[src/rtl/video_test_pattern_gen_pkg.sv]
// Shared timing defaults, pattern encodings and helper functions for the test pattern generator.
// The 720p totals here are the line/frame widths downstream stages (rank_transform) must agree with.
package video_test_pattern_gen_pkg;

  localparam int DEF_H_ACTIVE = 1280;
  localparam int DEF_H_FP     = 110;
  localparam int DEF_H_SYNC   = 40;
  localparam int DEF_H_BP     = 220;
  localparam int DEF_V_ACTIVE = 720;
  localparam int DEF_V_FP     = 5;
  localparam int DEF_V_SYNC   = 5;
  localparam int DEF_V_BP     = 20;

  localparam int TOTAL_LINE_W  = DEF_H_ACTIVE + DEF_H_FP + DEF_H_SYNC + DEF_H_BP;
  localparam int TOTAL_FRAME_H = DEF_V_ACTIVE + DEF_V_FP + DEF_V_SYNC + DEF_V_BP;

  // Galois form of x^16+x^14+x^13+x^11+1, shifting right
  localparam logic [15:0] LFSR_SEED = 16'hACE1;
  localparam logic [15:0] LFSR_TAPS = 16'hB400;

  typedef enum logic [1:0] {
    PAT_H_RAMP  = 2'd0,
    PAT_V_RAMP  = 2'd1,
    PAT_CHECKER = 2'd2,
    PAT_SOLID   = 2'd3
  } pattern_e;

  function automatic int clog2_fn(input int value);
    int result;
    result = 0;
    for (int v = value - 1; v > 0; v = v >> 1) begin
      result++;
    end
    return result;
  endfunction

  function automatic logic [15:0] lfsr_step(input logic [15:0] state);
    return state[0] ? ((state >> 1) ^ LFSR_TAPS) : (state >> 1);
  endfunction

endpackage

[src/rtl/video_timing_counter.sv]
// Free-running h/v raster counters with combinational de/sync decode and frame wrap flags.
// All decode outputs describe the current counter state; the parent registers them.
module video_timing_counter
  import video_test_pattern_gen_pkg::*;
#(
  parameter int H_ACTIVE = DEF_H_ACTIVE,
  parameter int H_FP     = DEF_H_FP,
  parameter int H_SYNC   = DEF_H_SYNC,
  parameter int H_BP     = DEF_H_BP,
  parameter int V_ACTIVE = DEF_V_ACTIVE,
  parameter int V_FP     = DEF_V_FP,
  parameter int V_SYNC   = DEF_V_SYNC,
  parameter int V_BP     = DEF_V_BP,
  localparam int H_TOTAL = H_ACTIVE + H_FP + H_SYNC + H_BP,
  localparam int V_TOTAL = V_ACTIVE + V_FP + V_SYNC + V_BP,
  localparam int H_W     = clog2_fn(H_TOTAL),
  localparam int V_W     = clog2_fn(V_TOTAL)
) (
  input  logic           clk,
  input  logic           rst,
  output logic [H_W-1:0] o_h_cnt,
  output logic [V_W-1:0] o_v_cnt,
  output logic           o_de,
  output logic           o_h_sync,
  output logic           o_v_sync,
  output logic           o_frame_first,
  output logic           o_frame_last
);

  logic [H_W-1:0] r_h_cnt;
  logic [V_W-1:0] r_v_cnt;
  logic           w_h_last;
  logic           w_v_last;

  assign w_h_last = (r_h_cnt == H_W'(H_TOTAL - 1));
  assign w_v_last = (r_v_cnt == V_W'(V_TOTAL - 1));

  always_ff @(posedge clk) begin
    if (rst) begin
      r_h_cnt <= '0;
      r_v_cnt <= '0;
    end else if (w_h_last) begin
      r_h_cnt <= '0;
      r_v_cnt <= w_v_last ? '0 : r_v_cnt + 1'b1;
    end else begin
      r_h_cnt <= r_h_cnt + 1'b1;
    end
  end

  // Sync windows sit after the front porch; v_sync spans whole lines, so it flips at h_cnt=0
  assign o_h_sync      = (r_h_cnt >= H_W'(H_ACTIVE + H_FP)) && (r_h_cnt < H_W'(H_ACTIVE + H_FP + H_SYNC));
  assign o_v_sync      = (r_v_cnt >= V_W'(V_ACTIVE + V_FP)) && (r_v_cnt < V_W'(V_ACTIVE + V_FP + V_SYNC));
  assign o_de          = (r_h_cnt < H_W'(H_ACTIVE)) && (r_v_cnt < V_W'(V_ACTIVE));
  assign o_frame_first = (r_h_cnt == '0) && (r_v_cnt == '0);
  assign o_frame_last  = w_h_last && w_v_last;
  assign o_h_cnt       = r_h_cnt;
  assign o_v_cnt       = r_v_cnt;

endmodule

[src/rtl/video_test_pattern_gen.sv]
// Synthetic video source: raster timing plus an 8-bit luma test pattern, all outputs registered.
// Define TPG_LFSR_NOISE_EN to turn pattern 3 into LFSR texture instead of a solid level.
module video_test_pattern_gen
  import video_test_pattern_gen_pkg::*;
#(
  parameter int H_ACTIVE         = DEF_H_ACTIVE,
  parameter int H_FP             = DEF_H_FP,
  parameter int H_SYNC           = DEF_H_SYNC,
  parameter int H_BP             = DEF_H_BP,
  parameter int V_ACTIVE         = DEF_V_ACTIVE,
  parameter int V_FP             = DEF_V_FP,
  parameter int V_SYNC           = DEF_V_SYNC,
  parameter int V_BP             = DEF_V_BP,
  parameter bit SYNC_ACTIVE_HIGH = 1'b1,
  localparam int H_TOTAL = H_ACTIVE + H_FP + H_SYNC + H_BP,
  localparam int V_TOTAL = V_ACTIVE + V_FP + V_SYNC + V_BP,
  localparam int H_W     = clog2_fn(H_TOTAL),
  localparam int V_W     = clog2_fn(V_TOTAL)
) (
  input  logic           clk,
  input  logic           rst,
  input  logic [1:0]     pattern_sel,
  input  logic [7:0]     solid_value,
  output logic           clk_out,
  output logic           de_out,
  output logic           h_sync_out,
  output logic           v_sync_out,
  output logic [7:0]     pixel_out,
  output logic           frame_start,
  output logic [H_W-1:0] col_out,
  output logic [V_W-1:0] row_out
);

  if (H_ACTIVE < 1 || H_FP < 1 || H_SYNC < 1 || H_BP < 1 ||
      V_ACTIVE < 1 || V_FP < 1 || V_SYNC < 1 || V_BP < 1 || H_ACTIVE > H_TOTAL) begin : g_bad_timing
    $error("video_test_pattern_gen: every H_*/V_* must be >= 1 and H_ACTIVE <= H_TOTAL");
  end

  localparam logic SYNC_ON = SYNC_ACTIVE_HIGH;

  logic [H_W-1:0] w_h_cnt;
  logic [V_W-1:0] w_v_cnt;
  logic           w_de;
  logic           w_h_sync;
  logic           w_v_sync;
  logic           w_frame_first;
  logic           w_frame_last;

  video_timing_counter #(
    .H_ACTIVE (H_ACTIVE), .H_FP (H_FP), .H_SYNC (H_SYNC), .H_BP (H_BP),
    .V_ACTIVE (V_ACTIVE), .V_FP (V_FP), .V_SYNC (V_SYNC), .V_BP (V_BP)
  ) u_timing (
    .clk           (clk),
    .rst           (rst),
    .o_h_cnt       (w_h_cnt),
    .o_v_cnt       (w_v_cnt),
    .o_de          (w_de),
    .o_h_sync      (w_h_sync),
    .o_v_sync      (w_v_sync),
    .o_frame_first (w_frame_first),
    .o_frame_last  (w_frame_last)
  );

  logic [1:0] r_pat_sel;
  logic [1:0] w_pat_sel;
  logic [7:0] r_frame_cnt;
  logic [7:0] w_col8;
  logic [7:0] w_row8;
  logic [7:0] w_pat3;
  logic [7:0] w_pixel;

  // The first pixel of a frame already uses the freshly sampled controls, so no frame is torn
  assign w_pat_sel = w_frame_first ? pattern_sel : r_pat_sel;
  assign w_col8    = 8'(w_h_cnt);
  assign w_row8    = 8'(w_v_cnt);

  always_ff @(posedge clk) begin
    if (rst) begin
      r_pat_sel   <= 2'd0;
      r_frame_cnt <= 8'd0;
    end else begin
      if (w_frame_first) r_pat_sel <= pattern_sel;
      if (w_frame_last)  r_frame_cnt <= r_frame_cnt + 8'd1;
    end
  end

`ifdef TPG_LFSR_NOISE_EN
  logic [15:0] r_lfsr;
  logic [15:0] w_lfsr_cur;

  // Reload at frame start so every frame carries the identical texture
  assign w_lfsr_cur = w_frame_first ? LFSR_SEED : r_lfsr;
  assign w_pat3     = w_lfsr_cur[7:0];

  always_ff @(posedge clk) begin
    if (rst) begin
      r_lfsr <= LFSR_SEED;
    end else if (w_de) begin
      r_lfsr <= lfsr_step(w_lfsr_cur);
    end
  end
`else
  logic [7:0] r_solid;

  assign w_pat3 = w_frame_first ? solid_value : r_solid;

  always_ff @(posedge clk) begin
    if (rst) begin
      r_solid <= 8'd0;
    end else if (w_frame_first) begin
      r_solid <= solid_value;
    end
  end
`endif

  always_comb begin
    w_pixel = 8'h00;
    case (pattern_e'(w_pat_sel))
      PAT_H_RAMP:  w_pixel = w_col8 + r_frame_cnt;
      PAT_V_RAMP:  w_pixel = w_row8;
      PAT_CHECKER: w_pixel = (w_col8[3] ^ w_row8[3]) ? 8'hFF : 8'h00;
      PAT_SOLID:   w_pixel = w_pat3;
      default:     w_pixel = 8'h00;
    endcase
  end

  always_ff @(posedge clk) begin
    if (rst) begin
      de_out      <= 1'b0;
      h_sync_out  <= ~SYNC_ON;
      v_sync_out  <= ~SYNC_ON;
      pixel_out   <= 8'h00;
      frame_start <= 1'b0;
      col_out     <= '0;
      row_out     <= '0;
    end else begin
      de_out      <= w_de;
      h_sync_out  <= w_h_sync ? SYNC_ON : ~SYNC_ON;
      v_sync_out  <= w_v_sync ? SYNC_ON : ~SYNC_ON;
      pixel_out   <= w_de ? w_pixel : 8'h00;
      frame_start <= w_frame_first;
      col_out     <= w_h_cnt;
      row_out     <= w_v_cnt;
    end
  end

  assign clk_out = clk;

endmodule

[config.mk]
export PLATFORM = sky130hd
export DESIGN_NAME = video_test_pattern_gen
export DESIGN_NICKNAME = d
export VERILOG_FILES = /design/src/rtl/video_test_pattern_gen_pkg.sv /design/src/rtl/video_timing_counter.sv /design/src/rtl/video_test_pattern_gen.sv
export SDC_FILE = /design/constraint.sdc
export NUM_CORES = 1
export LEC_CHECK = 0
export ABC_AREA = 1
export BUFFER_PORTS_ARGS = -buffer_cell sky130_fd_sc_hd__buf_2
export CAP_MARGIN = 0
export CORE_MARGIN = 10
export CORE_UTILIZATION = 30
export DETAILED_ROUTE_END_ITERATION = 8
export GPL_ROUTABILITY_DRIVEN = 0
export PLACE_DENSITY = 0.61
export SYNTH_ARGS = -nofsm -noshare
export SYNTH_HDL_FRONTEND = slang
export SYNTH_HIERARCHICAL = 1
export SYNTH_SLANG_ARGS = --single-unit
[constraint.sdc]
create_clock -name clk -period 1.8 [get_ports clk]
set_input_delay 0.27 -clock clk [delete_from_list [all_inputs] [get_ports clk]]
set_output_delay 0.27 -clock clk [all_outputs]
set_load 0.005 [all_outputs]
## Word level (Yosys, flattened, before mapping)

Cells that the tools add are included.

| storage, ports and cells | value |
|---|---|
| bits in registers | 72 |
| bits of input ports | 12 |
| output and inout port bits | 34 |

| cells by class | value |
|---|---|
| $add $sub $neg | 4 |
| $lt $le $gt $ge | 6 |
| equality and inequality tests | 5 |
| multiplexer cells | 7 |
| bitwise gates (word level) | 2 |
| reduce and logical (&&, ||, !) cells | 10 |

Operators by type and width:

| operator | count |
|---|---|
| $pmux 8 s4 | 1 |
| $lt 11x11->1 const B | 2 |
| $lt 10x10->1 const B | 2 |
| $mux 8 | 2 |
| $add 11x1->11 const B | 1 |
| $eq 11x11->1 const B | 1 |
| $ge 11x11->1 const B | 1 |
| $logic_not 11->1 | 1 |
| $add 10x1->10 const B | 1 |
| $eq 10x10->1 const B | 1 |
| $ge 10x10->1 const B | 1 |
| $logic_not 10->1 | 1 |
| $mux 10 | 1 |
| $add 8x1->8 const B | 1 |
| $add 8x8->8 | 1 |
| $logic_and 1x1->1 | 5 |
| $eq 2x2->1 const B | 2 |
| $reduce_or 2->1 | 2 |
| $eq 2x1->1 const B | 1 |
| $logic_not 2->1 | 1 |
| $mux 1 | 2 |
| $mux 2 | 1 |
| $not 1->1 | 1 |
| $xor 1x1->1 | 1 |

## Depth between registers and ports, before layout

Gate-level depths: netlist (run 1).

| depth | value |
|---|---|
| word-level depth | 5 |
| gate-level depth with buffers | 14 |
| mapped depth without buffers | 14 |

## Modules after synthesis

Netlist (run 1), hierarchy kept.

Modules (own cells, without submodules):

| module | instances | cells an instance | area an instance (sq um) | seq. area each (sq um) |
|---|---|---|---|---|
| video_test_pattern_gen | 1 | 307 | 2260.9 | 1021.0 |
| video_timing_counter | 1 | 209 | 1343.8 | 420.4 |

==> run summary, run 1 <==
Predominant post-synthesis flop cell -> sky130_fd_sc_hd__dfxtp_1
Post-CTS clock slew at the launch and capture registers of the worst setup and hold paths -> 0.06 ns
Synth area leaders -> sky130_fd_sc_hd__dfxtp_1 (40%), sky130_fd_sc_hd__nand2_1 (11%), sky130_fd_sc_hd__nor2_1 (10%), sky130_fd_sc_hd__inv_1 (9.4%), sky130_fd_sc_hd__ha_1 (5.6%)
Vias in the first global route -> 3,575
Share of the clock period used by the worst path -> 106.3%
CTS tree -> yes
Layout cells sized above 1 -> 33.59%
Slew at the pin closest to its max-slew limit -> 0.3569 ns
Number of synthesized register bits -> 72
Class of the worst hold path -> input pin to flip-flop
Crit. End Element -> flip-flop
Detailed Route WL -> 10.12 mm
Arrival @ worst endpoint -> 2.26 ns
Overall Power -> 4.330 mW
Total congestion overflow -> 0
First drt pass iteration count -> 4
Number of antenna violations at the first check in global routing -> 0
Synth Area per Inst -> 6.986 µm²
Proportion of synthesized chip area in sequential cells -> 39.99%
Cell area reported after detailed placement -> 4408 µm²
First-pass GRT wire length -> 16.98 mm
Delay of the slowest cell on the worst path -> 0.33 ns
Ports -> 46
Violated checks -> negative setup slack
CP endpoint -> pixel_out[7]
Detailed-route DRC error count -> 0
Sequence of cells on the critical path -> inv_2, ha_4, nand3_4, nor4_4, buf_12, inv_8, nand2_8, nand2_8, nor2_4, nand2_1, nor2_2, nor2_1
Gate count of the mapped netlist -> 516
Number of buffers inserted by port buffering -> 45
Via count of the routed design -> 3,534
Final design area excluding fillers -> 5204 µm²
Net count after synthesis -> 545
Fraction of registers with async set or reset after synthesis -> 0%
Initial Utilization -> 31.04%
Final Slew Violations -> 0
Most common library cell in the layout ignoring fill and taps -> sky130_fd_sc_hd__nand2_1
VDD IR max -> 0.4285 mV
Final worst-path setup slack -> -0.1125 ns
Pin count of the biggest net entering global routing -> 35
CP Launch Type -> flip-flop
Critical Path Slowest Stage Cell -> sky130_fd_sc_hd__dfxtp_2
Largest area contributor in the synthesized netlist -> sky130_fd_sc_hd__dfxtp_1
Post-route minimum period -> 1.913 ns
Worst slew margin -> 76.06%
Number of nets with antenna violations after routing -> 0
Worst-skew pair later-pin latency -> 0.45 ns
Die Height -> 129.6 µm
Reg2reg path depth -> 12
Worst reg2reg setup slack -> -0.11 ns
Kind of critical path -> flip-flop to flip-flop
Total power per unit cell area -> 832.1 nW/µm²
End-of-flow core utilization -> 44.81%
Unique masters post-synth -> 38
Unrepaired setup endpoints after global routing -> yes
Pre-CTS setup slack -> -0.1389 ns
Maximum fanout along the worst path -> 8
Worst reg2reg path endpoint -> pixel_out[7]
Half-perimeter wire length of the detailed placement result -> 7.439 mm
Diodes inserted -> 0
Routed via count divided by cell count -> 4.496
Yosys Warn Count -> 6
Layout net count -> 667
Total track usage -> 12.90%
Horizontal extent of the die -> 129.6 µm
Die area -> 16,800 µm²
Setup Viol. Count Final -> 8
Final-report hold violation count -> 0
Initial DRC Count -> 231
Floorplan core area -> 11,610 µm²
Library cell appearing most often on the critical path -> sky130_fd_sc_hd__nand2_8
Max-cap violations -> 0
Std cell rows -> 39
F_max -> 522.9 MHz
Worst hold slack -> 0.09602 ns
Layout overhead on the synthesized area -> 44.36%
Cell Area, Synth -> 3605 µm²
Wire per inst -> 12.88 µm
Outcome -> complete, but fails checks
Most frequent cells in the layout -> sky130_fd_sc_hd__nand2_1 (99), sky130_fd_sc_hd__nor2_1 (86), sky130_fd_sc_hd__inv_1 (84)
Beginning of the critical path -> u_timing/o_h_cnt[0]
Number of hold buffers added after CTS -> 0
Reg-to-Reg Start -> u_timing/o_h_cnt[0]
Critical path data required time -> 2.14 ns
Share of the synthesized area in the top cell type -> 39.99%
Number of enable flip-flop cells after synthesis -> 0
Pleak -> 2.415 nW
Final worst clock skew -> 0.008992 ns
[routing by layer]
layer / part of all wire [%] / track usage [%]
met1: 46 / 15.41
met2: 45 / 19.86
met3: 7.6 / 5.179
met4: 2.1 / 6.151
met5: 0 / 0
[worst max-delay path, delay by kind of cell, from the launching register on]
| family | cells | cell delay [ns] |
|---|---|---|
| simple gates | 8 | 1.02 |
| flops | 1 | 0.33 |
| buf+inv | 3 | 0.31 |
| fa+ha+maj | 1 | 0.14 |
[cell usage after synthesis, types with 2 or more instances]
cell	n
sky130_fd_sc_hd__nand3_2	2
sky130_fd_sc_hd__nand3_1	24
sky130_fd_sc_hd__nor2_4	5
sky130_fd_sc_hd__nand4_1	9
sky130_fd_sc_hd__buf_1	3
sky130_fd_sc_hd__xnor2_1	2
sky130_fd_sc_hd__nor2_2	2
sky130_fd_sc_hd__nand2_4	3
sky130_fd_sc_hd__nor3_2	2
sky130_fd_sc_hd__nor3_1	9
sky130_fd_sc_hd__o21ai_0	18
sky130_fd_sc_hd__dfxtp_1	72
sky130_fd_sc_hd__inv_4	2
sky130_fd_sc_hd__nand2_2	4
sky130_fd_sc_hd__xor2_1	3
sky130_fd_sc_hd__inv_1	90
sky130_fd_sc_hd__inv_2	2
sky130_fd_sc_hd__a21oi_1	21
sky130_fd_sc_hd__nor2_1	98
sky130_fd_sc_hd__nand2_1	108
sky130_fd_sc_hd__ha_1	16
sky130_fd_sc_hd__o21ai_1	2
sky130_fd_sc_hd__a31oi_1	3
sky130_fd_sc_hd__o21bai_1	2
[kinds of logic (layout without fill, tap and decap cells)]
logic type | after synthesis | in the layout | synth area share (%)
AO/OA/AOI/OAI | 49 | 49 | 7.532
XOR/XNOR | 5 | 5 | 1.215
adder cells (fa/ha/maj) | 17 | 17 | 6.109
buffers and inverters | 102 | 229 | 11.25
flip-flops | 72 | 72 | 39.99
AND/OR/NAND/NOR | 271 | 271 | 33.91
[state kept, by name (all words and copies together), names as in the netlist]
name / count
de_out: 1
col_out: 11
r_pat_sel: 2
frame_start: 1
v_sync_out: 1
u_timing/o_h_cnt: 11
h_sync_out: 1
u_timing/o_v_cnt: 10
r_solid: 8
r_frame_cnt: 8
pixel_out: 8
row_out: 10
[what timing repair did]
action | in CTS | in global routing
resized for setup | 45 | 36
pin swaps | 28 | 26
setup endpoints to repair | 10 | 13
setup buffers | 14 | 3
endpoints found under the hold margin | 0 | 0
[where the power goes]
part	internal (mW)	total [mW]	switching [mW]
clock network	1.44	2.17	0.726
logic	0.196	0.491	0.295
registers	1.65	1.67	0.0250
[metrics by stage]
step                TNS (ns)  std cells
finish               -0.6556        786
detailed placement   -0.9183        750
floorplan                  0        516
global placement     -0.4802        750
global route          -1.691        786
CTS                  -0.6307        783
[area by class of cell]
type / instances / area (µm²)
fillers: 1106 / 6410
multi-input cells: 342 / 2022
flip-flops and latches: 72 / 1454
repair buffers: 114 / 789.5
inverters: 95 / 371.6
clock buffers: 15 / 332.8
well taps: 143 / 178.9
clock inverters: 5 / 55.05
[worst min-delay path by stage]
stage / from / to / slack [ns] / cells after the start
after CTS: solid_value[6] / r_solid[6] / 0.1 / 3
final: solid_value[6] / r_solid[6] / 0.1 / 3
after detailed placement: clk / clk_out / 0.35 / 1
after floorplan: rst / u_timing/o_v_cnt[8] / 0.34 / 1
after global routing: solid_value[6] / r_solid[6] / 0.12 / 3
after global placement: clk / clk_out / 0.35 / 1
No activity file was read; power rests on OpenSTA's default activity.
==> inputs of run 2 (changes only) <==
- PLACE_DENSITY: 0.61 -> 0.59
- clock period: 1.8 -> 2.35 ns (I/O delays scaled with it)
==> run 2 against run 1 <==
Effect of this change: the flow now finishes without violations; maximum frequency down 9.9%; count of clock-buffer cells in the layout down 2; via count down 7.6%; sequential power down 23%; cell count down 8.1%; worst hold slack better by 0.094 ns; routed wire length down 12%; largest power group unchanged.
==> run summary, run 2 (synthesis results as in run 1) <==
Outcome -> finished, final reports clean (was complete, but fails checks)
Floorplan core area -> 11,610 µm² (unchanged)
Number of buffers inserted by port buffering -> 45 (unchanged)
Kind of critical path -> flip-flop to flip-flop (unchanged)
Portion of total power attributed to the clock network -> 51.4% (was 50.0%)
Maximum fanout along the worst path -> 8 (unchanged)
Layout cells sized above 1 -> 16.93% (was 33.59%)
Ports -> 46 (unchanged)
Post-CTS clock slew at the launch and capture registers of the worst setup and hold paths -> 0.06 ns (about the same)
Pleak -> 2.001 nW (was 2.415 nW)
Pre-CTS setup slack -> 0.2100 ns (was -0.1389 ns)
Number of antenna violations at the first check in global routing -> 0 (unchanged)
Setup Viol. Count Final -> 0 (was 8)
Worst-skew pair later-pin latency -> 0.46 ns (was 0.45 ns)
Die Height -> 129.6 µm (unchanged)
F_max -> 471.2 MHz (was 522.9 MHz)
Combinational fraction of design power -> 9.0% (was 11.3%)
Number of hold buffers added after CTS -> 0 (unchanged)
Sequential fraction of design power -> 39.6% (was 38.6%)
Most common library cell in the layout ignoring fill and taps -> sky130_fd_sc_hd__nand2_1 (unchanged)
Final worst-path setup slack -> 0.2276 ns (was -0.1125 ns)
Half-perimeter wire length of the detailed placement result -> 6.741 mm (was 7.439 mm)
Total power per unit cell area -> 732.3 nW/µm² (was 832.1 nW/µm²)
Sw frac -> 24.79% (was 24.16%)
CTS tree -> yes (unchanged)
Detailed-route DRC error count -> 0 (unchanged)
Endpoint of the worst hold-timing path -> r_solid[6] (unchanged)
Arrival @ worst endpoint -> 2.52 ns (was 2.26 ns)
Switching power summed over all nets -> 0.7988 mW (was 1.046 mW)
Overall Power -> 3.222 mW (was 4.330 mW)
Reg-to-Reg Start -> u_timing/o_h_cnt[0] (unchanged)
Die area -> 16,800 µm² (unchanged)
Wire per inst -> 12.33 µm (was 12.88 µm)
End-of-flow core utilization -> 37.88% (was 44.81%)
Final worst clock skew -> 0.006472 ns (was 0.008992 ns)
Layout overhead on the synthesized area -> 22.04% (was 44.36%)
Worst hold path cell count -> 3 (unchanged)
Slew at the pin closest to its max-slew limit -> 0.4550 ns (was 0.3569 ns)
Max-cap violations -> 0 (unchanged)
First-pass GRT wire length -> 14.97 mm (was 16.98 mm)
Filler Cell Count -> 1,244 (was 1,106)
Area taken by flip-flops and latches -> 1441 µm² (was 1454 µm²)
Unrepaired setup endpoints after global routing -> no (was yes)
Most frequent cells in the layout -> sky130_fd_sc_hd__nand2_1 (108), sky130_fd_sc_hd__nor2_1 (98), sky130_fd_sc_hd__inv_1 (90) (was sky130_fd_sc_hd__nand2_1 (99), sky130_fd_sc_hd__nor2_1 (86), sky130_fd_sc_hd__inv_1 (84))
First drt pass iteration count -> 4 (unchanged)
Via count of the routed design -> 3,266 (was 3,534)
Worst reg2reg setup slack -> 0.23 ns (was -0.11 ns)
Layout net count -> 603 (was 667)
Total track usage -> 11.36% (was 12.90%)
Vias in the first global route -> 3,292 (was 3,575)
CTS resizes -> 0 (was 45)
CP Launch Type -> flip-flop (unchanged)
Initial Utilization -> 31.04% (unchanged)
Initial DRC Count -> 230 (was 231)
Setup TNS -> 0 ns (was -0.6556 ns)
Std cell rows -> 39 (unchanged)
Diodes inserted -> 0 (unchanged)
Final-report hold violation count -> 0 (unchanged)
Worst Min Path Start -> solid_value[6] (unchanged)
Share of the clock period used by the worst path -> 90.31% (was 106.3%)
Worst slew margin -> 69.67% (was 76.06%)
Pin count of the biggest net entering global routing -> 42 (was 35)
Worst reg2reg path endpoint -> pixel_out[7] (unchanged)
VDD IR max -> 0.3993 mV (was 0.4285 mV)
Reg2reg path depth -> 13 (was 12)
Total congestion overflow -> 0 (unchanged)
Detailed Route WL -> 8.905 mm (was 10.12 mm)
Int Power -> 2.423 mW (was 3.284 mW)
Number of nets with antenna violations after routing -> 0 (unchanged)
Crit. End Element -> flip-flop (unchanged)
Number of post-CTS setup repair buffers -> 0 (was 14)
Post-route minimum period -> 2.122 ns (was 1.913 ns)
Horizontal extent of the die -> 129.6 µm (unchanged)
Area taken by multi-input logic gates -> 1764 µm² (was 2022 µm²)
Class of the worst hold path -> input pin to flip-flop (unchanged)
Critical path data required time -> 2.75 ns (was 2.14 ns)
Final Slew Violations -> 0 (unchanged)
Routed via count divided by cell count -> 4.524 (was 4.496)
## run 2: power by group through the flow
stage / Clock (mW) / Combinational [mW] / Sequential, mW
2_1_floorplan: 0.0276 / 0.202 / 1.31
3_3_place_gp: 0.0185 / 0.295 / 1.30
3_5_place_dp: 0.0185 / 0.295 / 1.30
4_1_cts: 1.70 / 0.297 / 1.28
5_1_grt: 1.77 / 0.331 / 1.28
6_report: 1.66 / 0.290 / 1.28
## run 2: worst max-delay path by stage
stage / to / depth (start not counted) / start / slack (ns)
after global routing: pixel_out[7] / 13 / u_timing/o_h_cnt[0] / 0.02
after detailed placement: pixel_out[7] / 13 / u_timing/o_h_cnt[0] / 0.21
final: pixel_out[7] / 13 / u_timing/o_h_cnt[0] / 0.23
after global placement: pixel_out[7] / 13 / u_timing/o_h_cnt[0] / 0.19
after CTS: pixel_out[7] / 13 / u_timing/o_h_cnt[0] / 0.19
after floorplan: pixel_out[6] / 13 / u_timing/o_h_cnt[0] / 0.52
## run 2: stage by stage
stage          hold WS, ns  cells  instance area, µm²
2_1_floorplan       0.4165    516                3605
3_3_place_gp        0.4354    703                4021
3_5_place_dp        0.4354    703                4021
4_1_cts             0.1759    722                4399
5_1_grt             0.1956    722                4399
6_report            0.1905    722                4399
## run 2: area by class of cell
class / count / area share, %
flip-flops and latches: 72 / 32.76
clock inverters: 7 / 1.763
repair buffers: 50 / 6.030
well taps: 143 / 4.067
multi-input cells: 342 / 40.10
clock buffers: 13 / 6.940
inverters: 95 / 8.333
## run 2: routing by layer
| layer | share of wire [%] | track usage [%] | wire (µm) | up-vias |
|---|---|---|---|---|
| li1 | - | - | - | 1704 |
| met1 | 44 | 12.68 | 3935 | 1460 |
| met2 | 46 | 18.08 | 4125 | 84 |
| met3 | 7.1 | 4.445 | 635 | 18 |
| met4 | 2.3 | 6.746 | 209 | 0 |
| met5 | 0 | 0 | 0 | - |
## run 2: worst max-delay path: stages (launching register included)
cell and delay, ns:
sky130_fd_sc_hd__dfxtp_1 0.39, sky130_fd_sc_hd__inv_1 0.14, sky130_fd_sc_hd__ha_1 0.16, sky130_fd_sc_hd__nand3_1 0.08, sky130_fd_sc_hd__nor4_2 0.30, sky130_fd_sc_hd__buf_4 0.23, sky130_fd_sc_hd__inv_6 0.05, sky130_fd_sc_hd__nand2_2 0.07
sky130_fd_sc_hd__nand2_4 0.09, sky130_fd_sc_hd__nor2_4 0.19, sky130_fd_sc_hd__nand2_1 0.11, sky130_fd_sc_hd__nand3_1 0.10, sky130_fd_sc_hd__nand2_1 0.06, sky130_fd_sc_hd__nor2_1 0.09
